## config.mk

```make
export PLATFORM = sky130hd
export DESIGN_NAME = sw_debounce_flat
export DESIGN_NICKNAME = d
export VERILOG_FILES = /design/src/rtl/sw_debounce_pkg.sv /design/src/rtl/sw_debounce_if.sv /design/src/rtl/sw_debounce_bit.sv /design/src/rtl/sw_debounce.sv /design/src/flat_wrapper.sv
export SDC_FILE = /design/constraint.sdc
export NUM_CORES = 1
export LEC_CHECK = 0
export BUFFER_PORTS_ARGS = -buffer_cell sky130_fd_sc_hd__buf_2
export CAP_MARGIN = 5
export CORE_MARGIN = 2
export CORE_UTILIZATION = 57
export DETAILED_ROUTE_END_ITERATION = 10
export GPL_TIMING_DRIVEN = 0
export PLACE_DENSITY = 0.92
export SETUP_SLACK_MARGIN = 0.3
export SYNTH_ARGS = -nofsm -noshare
export SYNTH_HDL_FRONTEND = slang
export SYNTH_SLANG_ARGS = --single-unit
```

## constraint.sdc

```tcl
create_clock -name clk_in -period 2.6 [get_ports clk_in]
set_input_delay 0.26 -clock clk_in [delete_from_list [all_inputs] [get_ports clk_in]]
set_output_delay 0.26 -clock clk_in [all_outputs]
set_load 0.05 [all_outputs]
```

## src/rtl/sw_debounce_pkg.sv

```systemverilog
// -----------------------------------------------------------------------------
// sw_debounce_pkg
//   Shared constants and helpers for the switch debouncer.
//   - WIDTH_DEF, SYNC_STAGES_DEF, DEBOUNCE_CYCLES_DEF : default parameter values
//     used by the top level and by anything that instantiates it.
//   - cnt_width(cycles) : width of a per-bit debounce counter able to hold
//     cycles-1, never less than one bit.
// -----------------------------------------------------------------------------
package sw_debounce_pkg;

   localparam int WIDTH_DEF           = 8;
   localparam int SYNC_STAGES_DEF     = 2;
   localparam int DEBOUNCE_CYCLES_DEF = 1000;

   // $clog2(1) is 0, which would give a zero-width counter; clamp to 1 bit.
   function automatic int cnt_width(input int cycles);
      int w;
      w = $clog2(cycles);
      return (w < 1) ? 1 : w;
   endfunction

endpackage : sw_debounce_pkg

```

## src/rtl/sw_debounce_if.sv

```systemverilog
// -----------------------------------------------------------------------------
// sw_debounce_if
//   Bundles the switch bank signals of the debouncer.
//   - sw_in      : raw asynchronous switch levels (driven by the board side)
//   - sw_out     : debounced, synchronised switch levels
//   - rise_out   : one-cycle pulse per bit on a 0->1 change of sw_out
//   - fall_out   : one-cycle pulse per bit on a 1->0 change of sw_out
//   - change_out : high in the same cycle as any rise/fall pulse
//   There is no handshake: sw_in is a free-running level and the outputs are
//   plain registered levels/pulses, valid every cycle.  A consumer treats a
//   pulse as "event present this cycle" and cannot back-pressure it.
//   Modports:
//   - master : the side that supplies sw_in and consumes the outputs
//   - slave  : the debouncer itself
// -----------------------------------------------------------------------------
interface sw_debounce_if #(
   parameter int WIDTH = 8
);

   logic [WIDTH-1:0] sw_in;
   logic [WIDTH-1:0] sw_out;
   logic [WIDTH-1:0] rise_out;
   logic [WIDTH-1:0] fall_out;
   logic             change_out;

   modport master (
      output sw_in,
      input  sw_out,
      input  rise_out,
      input  fall_out,
      input  change_out
   );

   modport slave (
      input  sw_in,
      output sw_out,
      output rise_out,
      output fall_out,
      output change_out
   );

endinterface : sw_debounce_if

```

## src/rtl/sw_debounce_bit.sv

```systemverilog
// -----------------------------------------------------------------------------
// sw_debounce_bit
//   One switch bit: synchroniser chain, debounce counter, clean level register
//   and registered rise/fall pulses.
//   Ports:
//   - i_clk       : system clock, rising edge
//   - i_rst_n     : synchronous active-low reset
//   - i_sw        : raw asynchronous switch level
//   - o_level     : debounced level
//   - o_rise      : registered pulse, high the cycle o_level first shows 1
//   - o_fall      : registered pulse, high the cycle o_level first shows 0
//   - o_rise_nxt  : next-state value of o_rise (lets the parent register a
//                   summary flag aligned with o_rise/o_fall)
//   - o_fall_nxt  : next-state value of o_fall
//   - o_cnt_dbg   : current debounce count, for observation only
// -----------------------------------------------------------------------------
module sw_debounce_bit
   import sw_debounce_pkg::*;
#(
   parameter int SYNC_STAGES     = SYNC_STAGES_DEF,
   parameter int DEBOUNCE_CYCLES = DEBOUNCE_CYCLES_DEF,
   localparam int CW             = cnt_width(DEBOUNCE_CYCLES)
) (
   input  logic          i_clk,
   input  logic          i_rst_n,
   input  logic          i_sw,
   output logic          o_level,
   output logic          o_rise,
   output logic          o_fall,
   output logic          o_rise_nxt,
   output logic          o_fall_nxt,
   output logic [CW-1:0] o_cnt_dbg
);

   if (SYNC_STAGES < 2) begin : g_bad_sync_stages
      $error("sw_debounce_bit: SYNC_STAGES must be >= 2");
   end
   if (DEBOUNCE_CYCLES < 1) begin : g_bad_debounce_cycles
      $error("sw_debounce_bit: DEBOUNCE_CYCLES must be >= 1");
   end

   localparam logic [CW-1:0] CNT_MAX = CW'(DEBOUNCE_CYCLES - 1);

   logic [SYNC_STAGES-1:0] r_sync;
   logic [CW-1:0]          r_cnt;
   logic                   r_level;
   logic                   r_rise;
   logic                   r_fall;

   logic w_sync;
   logic w_mismatch;
   logic w_accept;
   logic w_rise_nxt;
   logic w_fall_nxt;

   // Last synchroniser stage is the only point where the input is trusted.
   assign w_sync     = r_sync[SYNC_STAGES-1];
   assign w_mismatch = (w_sync != r_level);
   // Acceptance happens on the edge where the count has already reached its
   // terminal value and the mismatch is still present.
   assign w_accept   = w_mismatch && (r_cnt == CNT_MAX);
   assign w_rise_nxt = w_accept &&  w_sync;
   assign w_fall_nxt = w_accept && !w_sync;

   always_ff @(posedge i_clk) begin
      if (!i_rst_n) begin
         r_sync  <= '0;
         r_cnt   <= '0;
         r_level <= 1'b0;
         r_rise  <= 1'b0;
         r_fall  <= 1'b0;
      end else begin
         r_sync <= {r_sync[SYNC_STAGES-2:0], i_sw};
         r_rise <= w_rise_nxt;
         r_fall <= w_fall_nxt;
         if (!w_mismatch) begin
            // Any return to the current level restarts the whole window.
            r_cnt <= '0;
         end else if (w_accept) begin
            r_level <= w_sync;
            r_cnt   <= '0;
         end else begin
            r_cnt <= r_cnt + 1'b1;
         end
      end
   end

   assign o_level    = r_level;
   assign o_rise     = r_rise;
   assign o_fall     = r_fall;
   assign o_rise_nxt = w_rise_nxt;
   assign o_fall_nxt = w_fall_nxt;
   assign o_cnt_dbg  = r_cnt;

endmodule : sw_debounce_bit

```

## src/rtl/sw_debounce.sv

```systemverilog
// -----------------------------------------------------------------------------
// sw_debounce
//   Switch-bank conditioner: synchronises each raw switch bit into clk_in,
//   filters contact bounce per bit and reports clean levels plus one-cycle
//   rise/fall pulses.  Bits are fully independent.
//   Ports:
//   - clk_in     : system clock, rising edge
//   - rst_low_in : synchronous active-low reset
//   - sw_bus     : slave side of sw_debounce_if (sw_in, sw_out, rise_out,
//                  fall_out, change_out)
//   - cnt_dbg    : all per-bit debounce counts, bit i at [i*CW +: CW]
// -----------------------------------------------------------------------------
module sw_debounce
   import sw_debounce_pkg::*;
#(
   parameter int WIDTH           = WIDTH_DEF,
   parameter int SYNC_STAGES     = SYNC_STAGES_DEF,
   parameter int DEBOUNCE_CYCLES = DEBOUNCE_CYCLES_DEF,
   localparam int CW             = cnt_width(DEBOUNCE_CYCLES)
) (
   input  logic                clk_in,
   input  logic                rst_low_in,
   sw_debounce_if.slave        sw_bus,
   output logic [WIDTH*CW-1:0] cnt_dbg
);

   logic [WIDTH-1:0] w_level;
   logic [WIDTH-1:0] w_rise;
   logic [WIDTH-1:0] w_fall;
   logic [WIDTH-1:0] w_rise_nxt;
   logic [WIDTH-1:0] w_fall_nxt;
   logic             r_change;

   for (genvar g = 0; g < WIDTH; g++) begin : g_bit
      sw_debounce_bit #(
         .SYNC_STAGES     (SYNC_STAGES),
         .DEBOUNCE_CYCLES (DEBOUNCE_CYCLES)
      ) u_bit (
         .i_clk      (clk_in),
         .i_rst_n    (rst_low_in),
         .i_sw       (sw_bus.sw_in[g]),
         .o_level    (w_level[g]),
         .o_rise     (w_rise[g]),
         .o_fall     (w_fall[g]),
         .o_rise_nxt (w_rise_nxt[g]),
         .o_fall_nxt (w_fall_nxt[g]),
         .o_cnt_dbg  (cnt_dbg[g*CW +: CW])
      );
   end

   // Registered from the next-state pulses so it lands in the same cycle as
   // rise_out/fall_out rather than one cycle after them.
   always_ff @(posedge clk_in) begin
      if (!rst_low_in) begin
         r_change <= 1'b0;
      end else begin
         r_change <= |(w_rise_nxt | w_fall_nxt);
      end
   end

   assign sw_bus.sw_out     = w_level;
   assign sw_bus.rise_out   = w_rise;
   assign sw_bus.fall_out   = w_fall;
   assign sw_bus.change_out = r_change;

endmodule : sw_debounce
```

## src/flat_wrapper.sv

```systemverilog
// flat-port wrapper written by rule: the top's interface ports become plain ports
module sw_debounce_flat import sw_debounce_pkg::*;
#(
   parameter int WIDTH           = WIDTH_DEF,
   parameter int SYNC_STAGES     = SYNC_STAGES_DEF,
   parameter int DEBOUNCE_CYCLES = DEBOUNCE_CYCLES_DEF,
   localparam int CW             = cnt_width(DEBOUNCE_CYCLES)
)
  (clk_in, rst_low_in, cnt_dbg, sw_bus_sw_in, sw_bus_sw_out, sw_bus_rise_out, sw_bus_fall_out, sw_bus_change_out);
  sw_debounce_if #(.WIDTH(WIDTH)) sw_bus_i ();
  input  logic clk_in;
  input  logic rst_low_in;
  output logic [WIDTH*CW-1:0] cnt_dbg;
  input wire logic [$bits(sw_bus_i.sw_in)-1:0] sw_bus_sw_in;
  output wire logic [$bits(sw_bus_i.sw_out)-1:0] sw_bus_sw_out;
  output wire logic [$bits(sw_bus_i.rise_out)-1:0] sw_bus_rise_out;
  output wire logic [$bits(sw_bus_i.fall_out)-1:0] sw_bus_fall_out;
  output wire logic [$bits(sw_bus_i.change_out)-1:0] sw_bus_change_out;
  assign sw_bus_i.sw_in = sw_bus_sw_in;
  assign sw_bus_sw_out = sw_bus_i.sw_out;
  assign sw_bus_rise_out = sw_bus_i.rise_out;
  assign sw_bus_fall_out = sw_bus_i.fall_out;
  assign sw_bus_change_out = sw_bus_i.change_out;
  sw_debounce #(.WIDTH(WIDTH), .SYNC_STAGES(SYNC_STAGES), .DEBOUNCE_CYCLES(DEBOUNCE_CYCLES)) u_core (.clk_in(clk_in), .rst_low_in(rst_low_in), .sw_bus(sw_bus_i), .cnt_dbg(cnt_dbg));
endmodule
```

Yosys cells after proc, flatten, opt, wreduce, memory -nomap -nowiden
Cells that the tools add are included.
{"block": "op_classes", "n_addsub": 8, "eq_ne": 16, "n_bitwise": 10, "reduce_logical": 49}
{"operator": "$add 10x1->10 const B", "n": 8}
{"operator": "$eq 10x10->1 const B", "n": 8}
{"operator": "$logic_and 1x1->1", "n": 24}
{"operator": "$reduce_or 3->1", "n": 8}
{"operator": "$reduce_and 2->1", "n": 8}
{"operator": "$not 1->1", "n": 9}
{"operator": "$logic_not 1->1", "n": 8}
{"operator": "$ne 1x1->1", "n": 8}
{"operator": "$or 8x8->8", "n": 1}
{"operator": "$reduce_or 8->1", "n": 1}
{"block": "word_totals", "regBits": 121, "in_bits": 10, "out_inout_bits": 105, "elab_cells": 124}

Logic depth before layout (Yosys ltp)
Gate-level depths: netlist (run 1).
{"block": "depth", "word_depth": 5, "ltp_mapped": 6, "ltp_nobuf": 5}

Modules after synthesis
From an unflattened synthesis (run 1), not the netlist that was laid out.
{"block": "unflattened", "cells_unflattened": 527, "hier_area_um2": 4872.2}
{"mod": "sw_debounce_bit", "instances": 8, "cells_each": 65, "area_each_um2": 601.8, "seq_area_each_um2": 300.3}
{"mod": "sw_debounce", "instances": 1, "cells_each": 7, "area_each_um2": 57.6, "seq_area_each_um2": 20.0}

Worst setup path after synthesis (run 1)
Ideal clock, no wire load.
{"block": "synth_path", "path_kind": "flip-flop to flip-flop", "startpoint": "register u_core.g_bit[7].u_bit.r_cnt[0]", "endpoint": "register u_core.g_bit[7].u_bit.r_cnt[2]", "setup_ns": 0.140, "arrival_ns": 1.740, "required_time_ns": 2.460, "path_slack_ns": 0.720, "stages_incl_launch_ff": 5, "n_path_buf": 0, "period_less_slack_ns": 1.880, "path_cell_list": "dfxtp_1 -> ha_1 -> nand4b_2 -> o311ai_2 -> nor2_1"}
{"block": "synth_via", "elab_chain_len": 3, "word_cells_on_any_way": 4, "cone_classes": "1 x add/sub; 1 x eq/ne; 2 x reduce/logical"}
{"item": "start: declaration", "line": "sw_debounce_bit.sv:45", "text": "logic [CW-1:0] r_cnt;"}
{"item": "start signal: assignment", "line": "sw_debounce_bit.sv:83", "text": "r_cnt <= r_cnt + 1'b1;"}
{"item": "parallel branches: the longest is 3 deep, another holds $add 10x1->10"}
Parallel ways; which one is timed is not known.
A chain may end at the register's enable or synchronous reset.

Worst setup path after layout (run 1)
{"block": "layout_path", "startpoint": "register u_core.g_bit[7].u_bit.r_cnt[0]", "endpoint": "register u_core.g_bit[7].u_bit.r_cnt[4]"}
Same word-level chain as after synthesis.

==> Implementation_results.wiki, run 1 <==
{| class="wikitable"
! Metric !! Value
|-
| Core Box Area || roughly 0.0083 mm²
|-
| Critical path data required time || about 3.0 ns
|-
| Total of fill cells in the finished design || around 590
|-
| Vias/cell || 5.07
|-
| Met3 WL || roughly 480 µm
|-
| Top FF cell, synth || sky130_fd_sc_hd__dfxtp_1
|-
| Endpoints failing setup || 0
|-
| Fraction of layout instances using a drive strength above 1 || 0.275
|-
| Syn Inst Count || ~510
|-
| Antenna violations before repair || 0
|-
| Initial core utilization || 0.591
|-
| Ports placed on the boundary || 115
|-
| Vias in the first global route || ~3700
|-
| Clock buffer count from CTS || 17
|-
| Length of routed wiring on met1 || approximately 4500 µm
|-
| Post-cts hold buffer count || 8
|-
| Number of distinct standard cells referenced by the synthesized netlist || just over 40
|-
| Max Buffers Root-to-Sink || 2
|-
| Clock-pin slew reported for the worst setup and hold paths after clock tree synthesis || roughly 0.050 ns
|-
| Chip width || between 90 and 100 µm
|-
| Met2 wire length || between 5000 and 6000 µm
|-
| Count of buffers inserted at the top-level ports || around 110
|-
| Leakage dissipation || roughly 0.0027 µW
|-
| Maximum frequency from static timing analysis || ~0.57 GHz
|-
| Synthesized area || around 0.005 mm²
|-
| Run status || complete, no violations
|-
| Worst Clk Skew || 0.0104 ns
|-
| Detailed Routing Iterations Pass 1 || 4
|-
| Global-route wire length before repair || around 17000 µm
|-
| Measured slew at the worst slew-check pin || ~0.74 ns
|-
| Worst rel slew slack || 0.507
|-
| Most instantiated cells after synthesis || 121 x sky130_fd_sc_hd__dfxtp_1, 94 x sky130_fd_sc_hd__nor2_1, 41 x sky130_fd_sc_hd__xnor2_1
|-
| Cell taking the most area after synthesis || sky130_fd_sc_hd__dfxtp_1
|-
| Slowest Stage Delay on Critical Path || around 0.65 ns
|-
| Max-cap violations || 0
|-
| Worst Hold Depth || 3
|-
| Fraction of synthesized cell area taken by the top area cell type || 0.496
|-
| Worst-case reg-to-reg path depth || 4
|-
| Fin crit share || 0.676
|-
| Number of antenna repair diodes || 0
|-
| Power density over the cells || ~680 mW/mm²
|-
| Sum of negative setup slack || 0 ns
|-
| Maximum number of pins on one net before global-route repair || 17
|-
| Final Hold Viols || 0
|-
| Total length of routed wires || roughly 11000 µm
|-
| Number of nets with antenna violations after routing || 0
|-
| Setup Crit Path Kind || register to register
|-
| Number of synthesis warnings || 0
|-
| Sort of element at the start of the critical path || register
|-
| Register area share after synthesis || 0.496
|-
| Buffers inserted by post-CTS timing repair || 0
|-
| Total via count after detailed routing || roughly 3900
|-
| Number of DRC markers in iteration 0 || 150
|-
| Die area || 0.00932 mm²
|-
| WP data arrival || approximately 2.1 ns
|-
| Resize count post-CTS || 0
|-
| CTS sink count || around 120
|-
| Worst skew pair latency || about 0.50 ns
|-
| Chip Height || between 90 and 100 µm
|-
| Layout Area Growth over Synthesis || 28.2%
|-
| Post-synthesis net count || approximately 530
|-
| Highest ir drop seen on vdd || roughly 0.00053 V
|-
| Wire length per cell || 13.8 µm
|-
| Type of destination of the critical path || register
|-
| Most common cell in the synthesized netlist || sky130_fd_sc_hd__dfxtp_1
|-
| Final weighted congestion in routability-driven placement || around 0.76
|-
| Count of flip-flops with a built-in enable after synthesis || 0
|-
| Relative contribution of combinational cells to total power || 0.019
|-
| RSZ-0062 raised after global routing || no
|-
| Highest routed layer || met4
|-
| Deepest level of the CTS H-tree || 4
|-
| Clk pwr share || 0.540
|-
| Top area cells in the synthesized netlist || sky130_fd_sc_hd__dfxtp_1 50%, sky130_fd_sc_hd__xnor2_1 7.4%, sky130_fd_sc_hd__nor2_1 7.2%
|-
| DRC violations left || 0
|-
| Crit path cell chain || ha_1 > nand4b_2 > o311ai_2 > nor2_1
|-
| HP Class || primary input to register
|-
| Avg Synthesized Cell Area || between 9 and 10 µm²
|-
| Dpl hpwl || around 7300 µm
|-
| Critical path peak fanout || 10
|-
| Hold WS || about 0.11 ns
|-
| Net load switching power || between 800 and 900 µW
|-
| All-Layer GR Usage || 0.234
|-
| Sequential share of power || 0.440
|-
| Fraction of power spent switching nets || 0.203
|-
| Cell internal pwr || around 3400 µW
|-
| Max Transition Viols Final || 0
|-
| Setup Slack @ Placement || approximately 0.84 ns
|-
| Asr flop ratio synth || 0
|-
| Aggregate global routing overflow || 0
|-
| Slowest cell on the critical path || sky130_fd_sc_hd__o311ai_2
|-
| Tmin final || between 1.5 and 2 ns
|-
| Number of nets at the end of the flow || between 600 and 700
|-
| # rows || 33
|-
| Number of flip-flops and latches in the synthesized netlist || around 120
|-
| CTS Root Cell || sky130_fd_sc_hd__clkbuf_8
|-
| CTS tree || yes
|-
| Worst Setup Slack, final || between 0.8 and 0.9 ns
|}
registers in the layout, summed over array words and instances, names as in the netlist:
| name | flops |
|---|---|
| u_core.g_bit.u_bit.o_cnt_dbg | 80 |
| u_core.g_bit.u_bit.o_fall | 8 |
| u_core.g_bit.u_bit.o_level | 8 |
| u_core.g_bit.u_bit.o_rise | 8 |
| u_core.g_bit.u_bit.r_sync | 16 |
| u_core.sw_bus.change_out | 1 |
final timing paths:
kind                                                    startpoint                                  to  slack [ns]
worst max-delay path            u_core.g_bit[7].u_bit.o_cnt_dbg[0]  u_core.g_bit[7].u_bit.o_cnt_dbg[4]        0.84
worst min-delay path                                    rst_low_in  u_core.g_bit[3].u_bit.o_cnt_dbg[2]        0.11
worst max register to register  u_core.g_bit[7].u_bit.o_cnt_dbg[0]  u_core.g_bit[7].u_bit.o_cnt_dbg[4]        0.84
worst min register to register     u_core.g_bit[7].u_bit.r_sync[0]     u_core.g_bit[7].u_bit.r_sync[1]        0.43
cell type report:
cell class	instances	area [µm²]	share of cell area
Buffer	31	209	0.0334
Sequential cell	121	2420	0.387
Clock buffer	20	445	0.0712
Multi-Input combinational cell	345	2190	0.350
Inverter	17	63.8	0.0102
Tap cell	105	131	0.0210
Clock inverter	12	149	0.0238
Timing Repair Buffer	122	651	0.104
logic make-up after synthesis:
family          after synthesis  synth area share
compound gates                7            0.0144
buf+inv                      48            0.0559
xor+xnor                     70             0.126
fa+ha+maj                     8            0.0205
mux                           8            0.0164
simple gates                252             0.271
flops                       121             0.496
stage by stage:
stage	cell area [µm²]	power, µW	utilization	instances
floorplan	4880	1970	-	514
global placement	5590	1990	0.676	733
detailed placement	5590	1990	0.676	733
CTS	6260	4310	0.758	773
global route	6260	4410	0.758	773
finish	6260	4270	0.758	773
placed cells by master, fill, tap and decap left out, types with 9 or more instances in the layout:
| cell | Yosys | layout |
|---|---|---|
| sky130_fd_sc_hd__and2_1 | 19 | 19 |
| sky130_fd_sc_hd__and3_1 | 9 | 9 |
| sky130_fd_sc_hd__buf_2 | 2 | 116 |
| sky130_fd_sc_hd__buf_4 | 24 | 24 |
| sky130_fd_sc_hd__clkbuf_16 | 0 | 16 |
| sky130_fd_sc_hd__dfxtp_1 | 121 | 121 |
| sky130_fd_sc_hd__inv_1 | 17 | 17 |
| sky130_fd_sc_hd__nand2_1 | 31 | 31 |
| sky130_fd_sc_hd__nand3_1 | 25 | 25 |
| sky130_fd_sc_hd__nand4_1 | 13 | 13 |
| sky130_fd_sc_hd__nor2_1 | 94 | 94 |
| sky130_fd_sc_hd__nor2b_1 | 9 | 9 |
| sky130_fd_sc_hd__nor3_1 | 21 | 21 |
| sky130_fd_sc_hd__xnor2_1 | 41 | 41 |
| sky130_fd_sc_hd__xor2_1 | 29 | 29 |
layer usage:
metal | track usage | vias to the layer above
li1 | - | 1959
met1 | 0.258 | 1853
met2 | 0.414 | 95
met3 | 0.0791 | 15
met4 | 0.0939 | 0
met5 | 0 | -
power by group through the flow:
stage | registers [µW] | clock network [µW] | logic, µW
floorplan | 1930 | 0 | 36.6
global placement | 1920 | 0 | 72.0
detailed placement | 1920 | 0 | 73.7
CTS | 1880 | 2350 | 83.8
global route | 1880 | 2430 | 90.7
finish | 1880 | 2310 | 83.0
critical path: cells and delay by family (launching register included):
kind	cells	cell delay, ns
AO/OA/AOI/OAI	1	0.65
AND/OR/NAND/NOR	2	0.29
adder cells (fa/ha/maj)	1	0.28
flip-flops	1	0.38
No activity file was read; power rests on OpenSTA's default activity.
==> inputs of run 2 (changes only) <==
CORE_UTILIZATION = 53   (was 57)
PLACE_DENSITY = 0.87   (was 0.92)
clock period = 1.8 ns   (was 2.6 ns; I/O delays follow)
==> Implementation_results.wiki, run 2 (same netlist as run 1, synthesis figures left out) <==
{| class="wikitable"
! Metric !! Value
|-
| Run status || complete, no violations
|-
| Number of nets with antenna violations after routing || 0 (unchanged)
|-
| # rows || 35 (+6.1%)
|-
| Startpoint of the tightest hold check path || rst_low_in
|-
| Clock buffer count from CTS || 17 (unchanged)
|-
| Worst Clk Skew || 0.0238 ns (+0.0134 ns)
|-
| Layout Area Growth over Synthesis || 39.5%
|-
| Chip width || 100 µm (+3.6%)
|-
| Final instance count without filler cells || 793 (+2.6%)
|-
| Critical path data required time || 2.23 ns (-0.72 ns)
|-
| All-Layer GR Usage || 0.219 (-0.0150)
|-
| Count of buffers inserted at the top-level ports || 114 (unchanged)
|-
| Initial core utilization || 0.536 (-0.0552)
|-
| Vias in the first global route || 3809 (+3.1%)
|-
| Power density over the cells || 893 mW/mm² (+31%)
|-
| Chip Height || 100 µm (+3.6%)
|-
| Largest register FFs || 80 (unchanged)
|-
| Aggregate global routing overflow || 0 (unchanged)
|-
| Max Buffers Root-to-Sink || 2 (unchanged)
|-
| Setup Crit Path Kind || register to register
|-
| Final Hold Viols || 0 (unchanged)
|-
| Number of nets at the end of the flow || 687 (+2.1%)
|-
| Dpl hpwl || 7300 µm (+0.23%)
|-
| Leading cell type in the layout, fill and taps excluded || sky130_fd_sc_hd__buf_2
|-
| Critical path peak fanout || 5 (-5)
|-
| Number of DRC markers in iteration 0 || 102 (-32%)
|-
| Global-route wire length before repair || 17300 µm (+3.2%)
|-
| Type of destination of the critical path || register
|-
| Leakage dissipation || 0.00288 µW (+5.5%)
|-
| Max Transition Viols Final || 0 (unchanged)
|-
| Maximum number of pins on one net before global-route repair || 17 (unchanged)
|-
| Placed cell count || 739 (+0.82%)
|-
| Deepest level of the CTS H-tree || 4 (unchanged)
|-
| DRC violations left || 0 (unchanged)
|-
| Vias/cell || 5.10 (+0.46%)
|-
| PnR Total Power || 6080 µW (+42%)
|-
| CTS Root Cell || sky130_fd_sc_hd__clkbuf_8
|-
| Antenna violations before repair || 0 (unchanged)
|-
| HP Class || primary input to register
|-
| Final weighted congestion in routability-driven placement || 0.872 (+14%)
|-
| Sum of negative setup slack || 0 ns (unchanged)
|-
| Number of antenna repair diodes || 0 (unchanged)
|-
| Total via count after detailed routing || 4042 (+3.1%)
|-
| WP data arrival || 1.99 ns (-0.12 ns)
|-
| RSZ-0062 raised after global routing || yes
|-
| Endpoints failing setup || 0 (unchanged)
|-
| Maximum frequency from static timing analysis || 0.640 GHz (+12%)
|-
| Core Box Area || 0.00911 mm² (+10%)
|-
| Most frequent cells in the layout || 113 x sky130_fd_sc_hd__buf_2, 81 x sky130_fd_sc_hd__nor2_1, 57 x sky130_fd_sc_hd__dfxtp_1
|-
| Cell Area, Placed || 0.00579 mm² (+3.7%)
|-
| Clock-pin slew reported for the worst setup and hold paths after clock tree synthesis || 0.06 ns (about the same)
|-
| Max-cap violations || 0 (unchanged)
|-
| Sort of element at the start of the critical path || register
|-
| Worst skew pair latency || 0.52 ns (+0.02 ns)
|-
| Total length of routed wires || 11300 µm (+6.2%)
|-
| Tmin final || 1.56 ns (-0.195 ns)
|-
| Fin crit share || 0.868 (+0.192)
|-
| CTS sink count || 121 (unchanged)
|-
| Highest ir drop seen on vdd || 0.000807 V (+53%)
|-
| Wire length per cell || 14.3 µm (+3.5%)
|-
| Final std cell area, no fill || 0.00681 mm² (+8.9%)
|-
| Detailed Routing Iterations Pass 1 || 4 (unchanged)
|-
| CTS tree || yes
|-
| Measured slew at the worst slew-check pin || 1.13 ns (+0.391 ns)
|-
| Fraction of layout instances using a drive strength above 1 || 0.433 (+0.157)
|-
| Ports placed on the boundary || 115 (unchanged)
|-
| Reg2reg start || u_core.g_bit[2].u_bit.o_cnt_dbg[0]
|-
| First element of the critical path || u_core.g_bit[2].u_bit.o_cnt_dbg[0]
|-
| Worst rel slew slack || 0.247 (-0.260)
|-
| Die area || 0.0100 mm² (+7.2%)
|}
==> run 2: cell type report <==
type,instances,area [µm²]
Inverter,17,63.8
Multi-Input combinational cell,346,2490
Timing Repair Buffer,135,783
Clock buffer,20,468
Tap cell,111,139
Fill cell,615,2290
Clock inverter,12,111
Sequential cell,121,2540
Buffer,31,221
==> run 2: worst max-delay path, stage by stage (launching register included) <==
cell,delay [ns]
sky130_fd_sc_hd__dfxtp_4,0.36
sky130_fd_sc_hd__ha_4,0.17
sky130_fd_sc_hd__nand4b_1,0.19
sky130_fd_sc_hd__nor3_2,0.08
sky130_fd_sc_hd__or3b_4,0.41
sky130_fd_sc_hd__clkbuf_16,0.18
sky130_fd_sc_hd__nor2_2,0.09
==> run 2: where the power goes <==
group          internal (µW)  total [µW]  switching [µW]  leakage, µW
logic                   63.9         150            85.9      0.00158
clock network           2010        3240            1230     0.000283
registers               2680        2700            18.1      0.00102
total                   4750        6080            1330      0.00288
==> run 2: layer usage <==
metal	wire [µm]	global-route usage	vias to the layer above	share of wire
met5	0	0	-	0
met2	5830	0.380	116	0.51
met4	178	0.0759	0	0.016
li1	-	-	1992	-
met3	521	0.0703	16	0.046
met1	4810	0.256	1918	0.42
==> run 2: worst paths after layout <==
kind                                        end  slack, ns  depth (start not counted)
max          u_core.g_bit[2].u_bit.o_cnt_dbg[2]       0.24                          6
min          u_core.g_bit[2].u_bit.o_cnt_dbg[7]       0.26                          4
max reg2reg  u_core.g_bit[2].u_bit.o_cnt_dbg[2]       0.24                          6
min reg2reg  u_core.g_bit[4].u_bit.o_cnt_dbg[0]       0.43                          1
==> run 2: what timing repair did <==
item,4_1_cts,5_1_grt
endpoints found under the hold margin,9,0
cloned,0,2
resized for setup,7,42
hold buffers,9,0
endpoints found under the setup margin,32,66
pin swaps,2,21
buffers inserted,1,10
==> run 2: through the flow <==
step | setup slack [ns] | hold slack, ns | utilization
after detailed placement | 0.0429 | 0.389 | 0.636
final | 0.237 | 0.263 | 0.748
after CTS | 0.238 | 0.197 | 0.715
after global placement | 0.0966 | 0.390 | 0.636
after floorplan | 0.232 | 0.307 | -
after global routing | 0.193 | 0.246 | 0.748
